[config.mk]
export PLATFORM = sky130hd
export DESIGN_NAME = pixel_colour_server
export DESIGN_NICKNAME = d
export VERILOG_FILES = /design/src/rtl/snake_pkg.sv /design/src/rtl/frame_tick_counter.sv /design/src/rtl/pixel_colour_server.sv
export SDC_FILE = /design/constraint.sdc
export NUM_CORES = 1
export LEC_CHECK = 0
export ABC_AREA = 0
export CORE_ASPECT_RATIO = 1.4
export CORE_MARGIN = 2
export CORE_UTILIZATION = 53
export CTS_CLUSTER_SIZE = 30
export DETAILED_ROUTE_END_ITERATION = 8
export HOLD_SLACK_MARGIN = 0.02
export PLACE_DENSITY = 0.83
export SYNTH_ARGS = -nofsm -noshare
export SYNTH_HDL_FRONTEND = slang
export SYNTH_SLANG_ARGS = --single-unit
export TNS_END_PERCENT = 10
[constraint.sdc]
create_clock -name CLK -period 5.6 [get_ports CLK]
set_input_delay 0.56 -clock CLK [delete_from_list [all_inputs] [get_ports CLK]]
set_output_delay 0.56 -clock CLK [all_outputs]
set_load 0.01 [all_outputs]
[src/rtl/snake_pkg.sv]
// Shared encodings and screen constants for the snake game video path.
// Imported by every block that renders or sequences game state.
package snake_pkg;

    typedef enum logic [1:0] {
        ST_IDLE = 2'd0,
        ST_PLAY = 2'd1,
        ST_WIN  = 2'd2,
        ST_LOSE = 2'd3
    } master_state_t;

    localparam logic [7:0] COLOUR_BLACK = 8'h00;
    localparam logic [7:0] COLOUR_RED   = 8'hE0;
    localparam logic [7:0] COLOUR_BLUE  = 8'h03;

    localparam int GRID_H_DEFAULT = 160;
    localparam int GRID_V_DEFAULT = 120;

    localparam logic [9:0] PIXEL_H_LIMIT = 10'd640;
    localparam logic [8:0] PIXEL_V_LIMIT = 9'd480;

    // One captured pixel request as it travels from stage 0 to stage 1.
    typedef struct packed {
        logic          valid;
        logic [9:0]    addrh;
        logic [8:0]    addrv;
        logic          snake_hit;
        logic [7:0]    snake_colour;
        logic [7:0]    target_h;
        logic [6:0]    target_v;
        master_state_t state;
    } pixel_req_t;

    function automatic logic pixel_in_range(input logic [9:0] addrh, input logic [8:0] addrv);
        return (addrh < PIXEL_H_LIMIT) && (addrv < PIXEL_V_LIMIT);
    endfunction

endpackage

[src/rtl/frame_tick_counter.sv]
// Counts VS falling edges into an 8-bit wrapping frame counter; any change
// of master state restarts the count so every screen animates from frame 0.
module frame_tick_counter
    import snake_pkg::*;
(
    input  logic       clk,
    input  logic       rst_n,
    input  logic       vs,
    input  logic [1:0] master_state,
    output logic [7:0] frame_cnt
);

    logic       vs_q;
    logic [1:0] state_reg;
    logic [7:0] frame_cnt_reg;

    assign frame_cnt = frame_cnt_reg;

    always_ff @(posedge clk or negedge rst_n) begin
        if (!rst_n) begin
            vs_q          <= 1'b1;
            state_reg     <= ST_IDLE;
            frame_cnt_reg <= 8'd0;
        end else begin
            vs_q      <= vs;
            state_reg <= master_state;
            // A state change outranks a coincident frame edge.
            if (master_state != state_reg)
                frame_cnt_reg <= 8'd0;
            else if (vs_q && !vs)
                frame_cnt_reg <= frame_cnt_reg + 8'd1;
        end
    end

endmodule

[src/rtl/pixel_colour_server.sv]
// Answers VGA pixel requests with an RGB332 colour two cycles later, drawing
// the idle/play/win/lose screens and merging the snake body.
module pixel_colour_server
    import snake_pkg::*;
#(
    parameter int GRID_H    = GRID_H_DEFAULT,
    parameter int GRID_V    = GRID_V_DEFAULT,
    parameter int BLINK_BIT = 3
) (
    input  logic       CLK,
    input  logic       RESET,
    input  logic [1:0] MASTER_STATE,
    input  logic       VS,
    input  logic       ADDR_VALID,
    input  logic [9:0] ADDRH,
    input  logic [8:0] ADDRV,
    input  logic [7:0] TARGET_H,
    input  logic [6:0] TARGET_V,
    input  logic       SNAKE_HIT,
    input  logic [7:0] SNAKE_COLOUR,
    output logic [7:0] COLOUR,
    output logic       COLOUR_VALID
);

    localparam logic [7:0] LAST_CELL_H = 8'(GRID_H - 1);
    localparam logic [6:0] LAST_CELL_V = 7'(GRID_V - 1);

    pixel_req_t s0_reg;
    logic [7:0] frame_cnt;
    logic [7:0] cell_h;
    logic [6:0] cell_v;
    logic       border_cell;
    logic       target_cell;
    logic [7:0] colour_next;
    logic       colour_valid_next;
    logic [7:0] colour_reg;
    logic       colour_valid_reg;

    // The counter watches the live state so a change clears it in the same
    // cycle the new state enters stage 0.
    frame_tick_counter u_frame_tick_counter (
        .clk          (CLK),
        .rst_n        (RESET),
        .vs           (VS),
        .master_state (MASTER_STATE),
        .frame_cnt    (frame_cnt)
    );

    always_ff @(posedge CLK or negedge RESET) begin
        if (!RESET) begin
            s0_reg <= '0;
        end else begin
            s0_reg.valid        <= ADDR_VALID;
            s0_reg.addrh        <= ADDRH;
            s0_reg.addrv        <= ADDRV;
            s0_reg.snake_hit    <= SNAKE_HIT;
            s0_reg.snake_colour <= SNAKE_COLOUR;
            s0_reg.target_h     <= TARGET_H;
            s0_reg.target_v     <= TARGET_V;
            s0_reg.state        <= master_state_t'(MASTER_STATE);
        end
    end

    assign cell_h      = s0_reg.addrh[9:2];
    assign cell_v      = s0_reg.addrv[8:2];
    assign border_cell = (cell_h == 8'd0) || (cell_h == LAST_CELL_H) ||
                         (cell_v == 7'd0) || (cell_v == LAST_CELL_V);
    assign target_cell = (cell_h == s0_reg.target_h) && (cell_v == s0_reg.target_v);

    always_comb begin
        colour_next       = COLOUR_BLACK;
        colour_valid_next = 1'b0;
        if (s0_reg.valid) begin
            colour_valid_next = 1'b1;
            if (pixel_in_range(s0_reg.addrh, s0_reg.addrv)) begin
                case (s0_reg.state)
                    ST_IDLE: colour_next = cell_h + frame_cnt;
                    ST_PLAY: begin
                        if (border_cell)
                            colour_next = COLOUR_BLUE;
                        else if (s0_reg.snake_hit)
                            colour_next = s0_reg.snake_colour;
                        else if (target_cell)
                            colour_next = frame_cnt[BLINK_BIT] ? COLOUR_BLACK : COLOUR_RED;
                        else
                            colour_next = COLOUR_BLACK;
                    end
                    ST_WIN:  colour_next = frame_cnt;
                    ST_LOSE: colour_next = frame_cnt[4] ? COLOUR_BLACK : COLOUR_RED;
                    default: colour_next = COLOUR_BLACK;
                endcase
            end
        end
    end

    always_ff @(posedge CLK or negedge RESET) begin
        if (!RESET) begin
            colour_reg       <= COLOUR_BLACK;
            colour_valid_reg <= 1'b0;
        end else begin
            colour_reg       <= colour_next;
            colour_valid_reg <= colour_valid_next;
        end
    end

    assign COLOUR       = colour_reg;
    assign COLOUR_VALID = colour_valid_reg;

endmodule

# Word level (Yosys, flattened, before mapping)

Index checks and enable logic that the tools add are counted.

Logic and storage cells: 46
Bits in registers: 64
Bits of input ports: 49
Output and inout port bits: 9

Order comparisons: 2
Add/sub/neg operators: 2
Equality and inequality tests: 8
Multiplexer cells: 11
Reductions and logical operators: 11

Operators with widths:

| kind                                                                  | count |
|---|---|
| 8-bit 2-to-1 mux                                                      | 9 |
| 8-bit one-hot mux with 4 select lines                                 | 1 |
| 10-bit < comparator, second input constant                            | 1 |
| 9-bit < comparator, second input constant                             | 1 |
| 8-bit by 1-bit adder with 8-bit output, second input constant         | 1 |
| 8-bit adder                                                           | 1 |
| 8-bit equality test                                                   | 1 |
| 8-bit equality test, second input constant                            | 1 |
| 8-bit logical NOT                                                     | 1 |
| 7-bit equality test                                                   | 1 |
| 7-bit equality test, second input constant                            | 1 |
| 7-bit logical NOT                                                     | 1 |
| 2-bit equality test, second input constant                            | 2 |
| 1-bit logical AND                                                     | 3 |
| 1-bit logical OR                                                      | 3 |
| 2-bit by 1-bit equality test with 1-bit output, second input constant | 1 |
| 2-bit logical NOT                                                     | 1 |
| 2-bit != test                                                         | 1 |
| 2-bit nonzero test                                                    | 1 |
| 1-bit logical NOT                                                     | 1 |
| 1-bit 2-to-1 mux                                                      | 1 |

# Longest topological paths before layout

Depth after elaboration: 8
Mapped depth: 7
Gate-level depth less buffers: 7

# Modules after synthesis

From an unflattened synthesis, not the netlist that was laid out.

Cells, all modules: 218
Area total of the unflattened synthesis: 2668.8 sq um

By module, submodules not included:

| module              | instances | area each (sq um) | cells an instance | sequential area each (sq um) |
|---|---|---|---|---|
| pixel_colour_server | 1         | 2164.6            | 173               | 1276.2 |
| frame_tick_counter  | 1         | 504.2             | 45                | 276.5 |

# Least setup slack after synthesis

Ideal clock, no wire load.

Path kind: register to register
Start point: register u_frame_tick_counter.frame_cnt_reg[0], in the netlist u_frame_tick_counter.frame_cnt[0]
End point: register colour_reg[6], in the netlist COLOUR[6]
Path slack: 3.618 ns
Cell stages (with the launch flop): 8
Path buffers: 0
Required time: 5.496 ns
Data arrival time: 1.878 ns
Clock period less this slack: 1.982 ns
Library setup time: 0.104 ns
Cell sequence: dfrtp_1 > ha_1 > fa_1 > a211oi_1 > o21bai_1 > a21oi_1 > xor2_1 > a221oi_1

Cells in the longest elaborated chain, start to end: 4

Ends and longest elaborated chain:

| item                                  | line                       | text |
|---|---|---|
| start, declared                       | frame_tick_counter.sv:15   | `logic [7:0] frame_cnt_reg;` |
| start signal, assigned                | frame_tick_counter.sv:31   | `frame_cnt_reg <= frame_cnt_reg + 8'd1;` |
| 8-bit adder                           | pixel_colour_server.sv:77  | `ST_IDLE: colour_next = cell_h + frame_cnt;` |
| 8-bit one-hot mux with 4 select lines | pixel_colour_server.sv:76  | `case (s0_reg.state)` |
| 8-bit 2-to-1 mux                      | pixel_colour_server.sv:75  | `if (pixel_in_range(s0_reg.addrh, s0_reg.addrv)) begin` |
| 8-bit 2-to-1 mux                      | pixel_colour_server.sv:73  | `if (s0_reg.valid) begin` |
| net colour_next[6]                    | pixel_colour_server.sv:34  | `logic [7:0] colour_next;` |
| end signal, assigned                  | pixel_colour_server.sv:101 | `colour_reg <= colour_next;` |
| end, declared                         | pixel_colour_server.sv:36  | `logic [7:0] colour_reg;` |

The timed path passes the listed nets, and every way through them passes these cells.
A chain may end at the register's enable or synchronous reset.

# Final worst setup path

Ends and elaborated chain as after synthesis.

==> impl_metrics.json <==
{
  "largest_reg_flops": 25,
  "cts_tree": "built",
  "synth-adder-area-share": 0.0474,
  "num_rows": 29,
  "synth_top_family_by_area": "compound AO/OA/AOI/OAI gates",
  "ir_drop_v": 0.000241,
  "drt-wirelength-per-cell_um": 14.7,
  "die_area_sq_um": 5360,
  "grt_usage": 0.203,
  "synthTopCellsByArea": "dfrtp_1 (58%), xnor2_1 (7.9%), ha_1 (3.9%), xor2_1 (2.8%), nor2_1 (2.5%)",
  "min_period_over_period": 0.401,
  "cts-root-buf": "clkbuf_8",
  "worst-path-max-fanout": 7,
  "yosysMostFrequentCell": "dfrtp_1",
  "cpMaxStageDelayCell": "dfrtp_1",
  "core_sq_um": 4570,
  "clk_latency_ns": 0.35,
  "finalWeightedCongestion": 0.858,
  "first_pass_iters": 4,
  "worstSetupStartpointType": "flop",
  "port-buffer-count": 53,
  "rsz0062_at_grt": "no",
  "clk_pin_slew_ns": 0.07,
  "grt_max_degree": 61,
  "setup-tns-final_ns": 0,
  "synth_compound_area_frac": 0.124,
  "instances_no_fill": 330,
  "initial_core_util": 0.555,
  "timing.critical_path.buf_inv": 0,
  "p_sw_uw": 219,
  "antenna_left": 0,
  "synth-async-reset-ratio": 1.00,
  "detail_route.iter0.violations": 73,
  "place_inst": 314,
  "post_cts.repair.setup_buffers": 0,
  "finish.utilization": 0.736,
  "power.internal_uw": 783,
  "antenna_found_initial": 0,
  "synth-edff-count": 0,
  "vias": 1719,
  "drive_gt1_frac": 0.101,
  "synth_xor_area_frac": 0.107,
  "die_h_um": 85.9,
  "power-per-cell-area_nw_per_um2": 297,
  "slew_headroom": 0.538,
  "clkPwrFrac": 0.439,
  "hold_violations": 0,
  "cap_viol_max_count": 0,
  "drc_errors": 0,
  "crit_family": "compound AO/OA/AOI/OAI gates",
  "syn_avg_cell_area_sq_um": 12.6,
  "yosys-top-cells-count": "dfrtp_1 (59), xnor2_1 (23), nor2_1 (17)",
  "swShare": 0.218,
  "min_period_ns": 2.25,
  "gr-total-overflow": 0,
  "hp-class": "in2async",
  "io_pins": 58,
  "crit_arrival_ns": 2.47,
  "netlist.area_leader.share": 0.582,
  "seqPwrFrac": 0.469,
  "seq_area_frac_synth": 0.593,
  "grt_pass1_wl_um": 8020,
  "clockBufferDepth": 2,
  "numCtsBuffers": 9,
  "slew_viol_final": 0,
  "htree_levels": 3,
  "clock_sinks": 60,
  "diodes": 0,
  "die_w_um": 62.5,
  "synth-main-ff-cell": "dfrtp_1",
  "setup_viol": 0,
  "outcome": "completed",
  "crit_path_end_kind": "flop",
  "cpPeakStageDelay_ns": 0.47,
  "yosys.area.top_type": "dfrtp_1",
  "syn_nets": 259,
  "cp_cell_sequence": "ha_1 -> fa_1 -> a211oi_1 -> o21bai_1 -> a21oi_1 -> xor2_1 -> a221oi_1",
  "syn_to_final_growth_pct": 32.8,
  "avgViaCountPerCell": 5.21,
  "ys_types": 42,
  "routed_wl_um": 4850,
  "place_hpwl_um": 3540,
  "grt_pass1_vias": 1788,
  "finalNetCount": 321,
  "crit_required_ns": 5.83,
  "cts_resized": 0,
  "postSynthCellCount": 201,
  "max_freq_mhz": 445,
  "p_leak_uw": 0.00140,
  "tightest_slew_ns": 0.694,
  "cts_hold_buf": 0,
  "yosysWarningCount": 0,
  "finClkSkew_ns": 0.00575,
  "path_class": "reg2reg",
  "synth-seq-cells": 60,
  "synthMuxAreaShare": 0.00395,
  "yosys.area_share.simple": 0.114,
  "p_comb_frac": 0.092,
  "syn_area_sq_um": 2540
}
## cells in the final DEF (no fill, tap or decap), types with 3 or more instances in the layout
cell type        count
a211oi_1             6
a21o_1               3
a21oi_1              7
clkbuf_8            11
clkdlybuf4s50_1     52
dfrtp_1             59
ha_1                 8
inv_1                4
nand2_1              4
nand3_1              7
nand4_1              7
nor2_1              17
nor2b_1              4
o21ai_0              6
xnor2_1             23
xor2_1               8
## routing by layer
| metal | vias up | wire length [um] | track usage |
|---|---|---|---|
| met5 | - | 0 | 0 |
| met4 | 0 | 115 | 0.101 |
| met3 | 10 | 217 | 0.0643 |
| met2 | 57 | 2740 | 0.372 |
| met1 | 814 | 1780 | 0.207 |
| li1 | 838 | - | - |
## cells by family after synthesis
group / Yosys count
buffers and inverters: 7
AOI/OAI and AO/OA: 40
xor gates and xnor gates: 31
and+or+nand+nor: 53
adders and majority gates: 9
DFF: 60
muxes: 1
## cell type report
| class | count | area [sq um] |
|---|---|---|
| Timing Repair Buffer | 54 | 533 |
| Multi-Input combinational cell | 134 | 1010 |
| Sequential cell | 60 | 1500 |
| Inverter | 4 | 15.0 |
| Fill cell | 329 | 1200 |
| Tap cell | 62 | 77.6 |
| Clock buffer | 11 | 151 |
| Clock inverter | 5 | 81.3 |
## power groups by stage
stage / combinational, uW / clock [uW] / sequential, uW
CTS: 93.8 / 448 / 469
floorplan: 40.5 / 0 / 473
finish: 92.2 / 440 / 469
global route: 102 / 472 / 471
global placement: 91.6 / 0 / 476
detailed placement: 93.1 / 0 / 477
## worst reg2reg max path, stage by stage (launching register included)
cell      delay [ns]
dfrtp_1         0.47
ha_1            0.29
fa_1            0.43
a211oi_1        0.23
o21bai_1        0.11
a21oi_1         0.18
xor2_1          0.08
a221oi_1        0.34
## metrics by stage
stage                     setup slack, ns  hold slack (ns)  total power [uW]  area [sq um]
after floorplan                      3.62            0.264               514          2540
after global placement               3.43            0.377               568          3130
after detailed placement             3.39            0.383               570          3130
after CTS                            3.36            0.369              1010          3370
after global routing                 3.20            0.413              1050          3370
final                                3.35            0.355              1000          3370
## final timing paths
path | cells after the start | slack [ns] | end | startpoint
setup / recovery | 7 | 3.35 | COLOUR[6] | u_frame_tick_counter.frame_cnt[0]
hold / removal | 2 | 0.35 | cell_h[1] | RESET
setup reg to reg | 7 | 3.35 | COLOUR[6] | u_frame_tick_counter.frame_cnt[0]
hold reg to reg | 0 | 0.39 | COLOUR_VALID | s0_reg[45]
max in group asynchronous | 2 | 4.79 | cell_v[4] | RESET
min in group CLK | 0 | 0.39 | COLOUR_VALID | s0_reg[45]
Power figures use the tool's default switching activity.
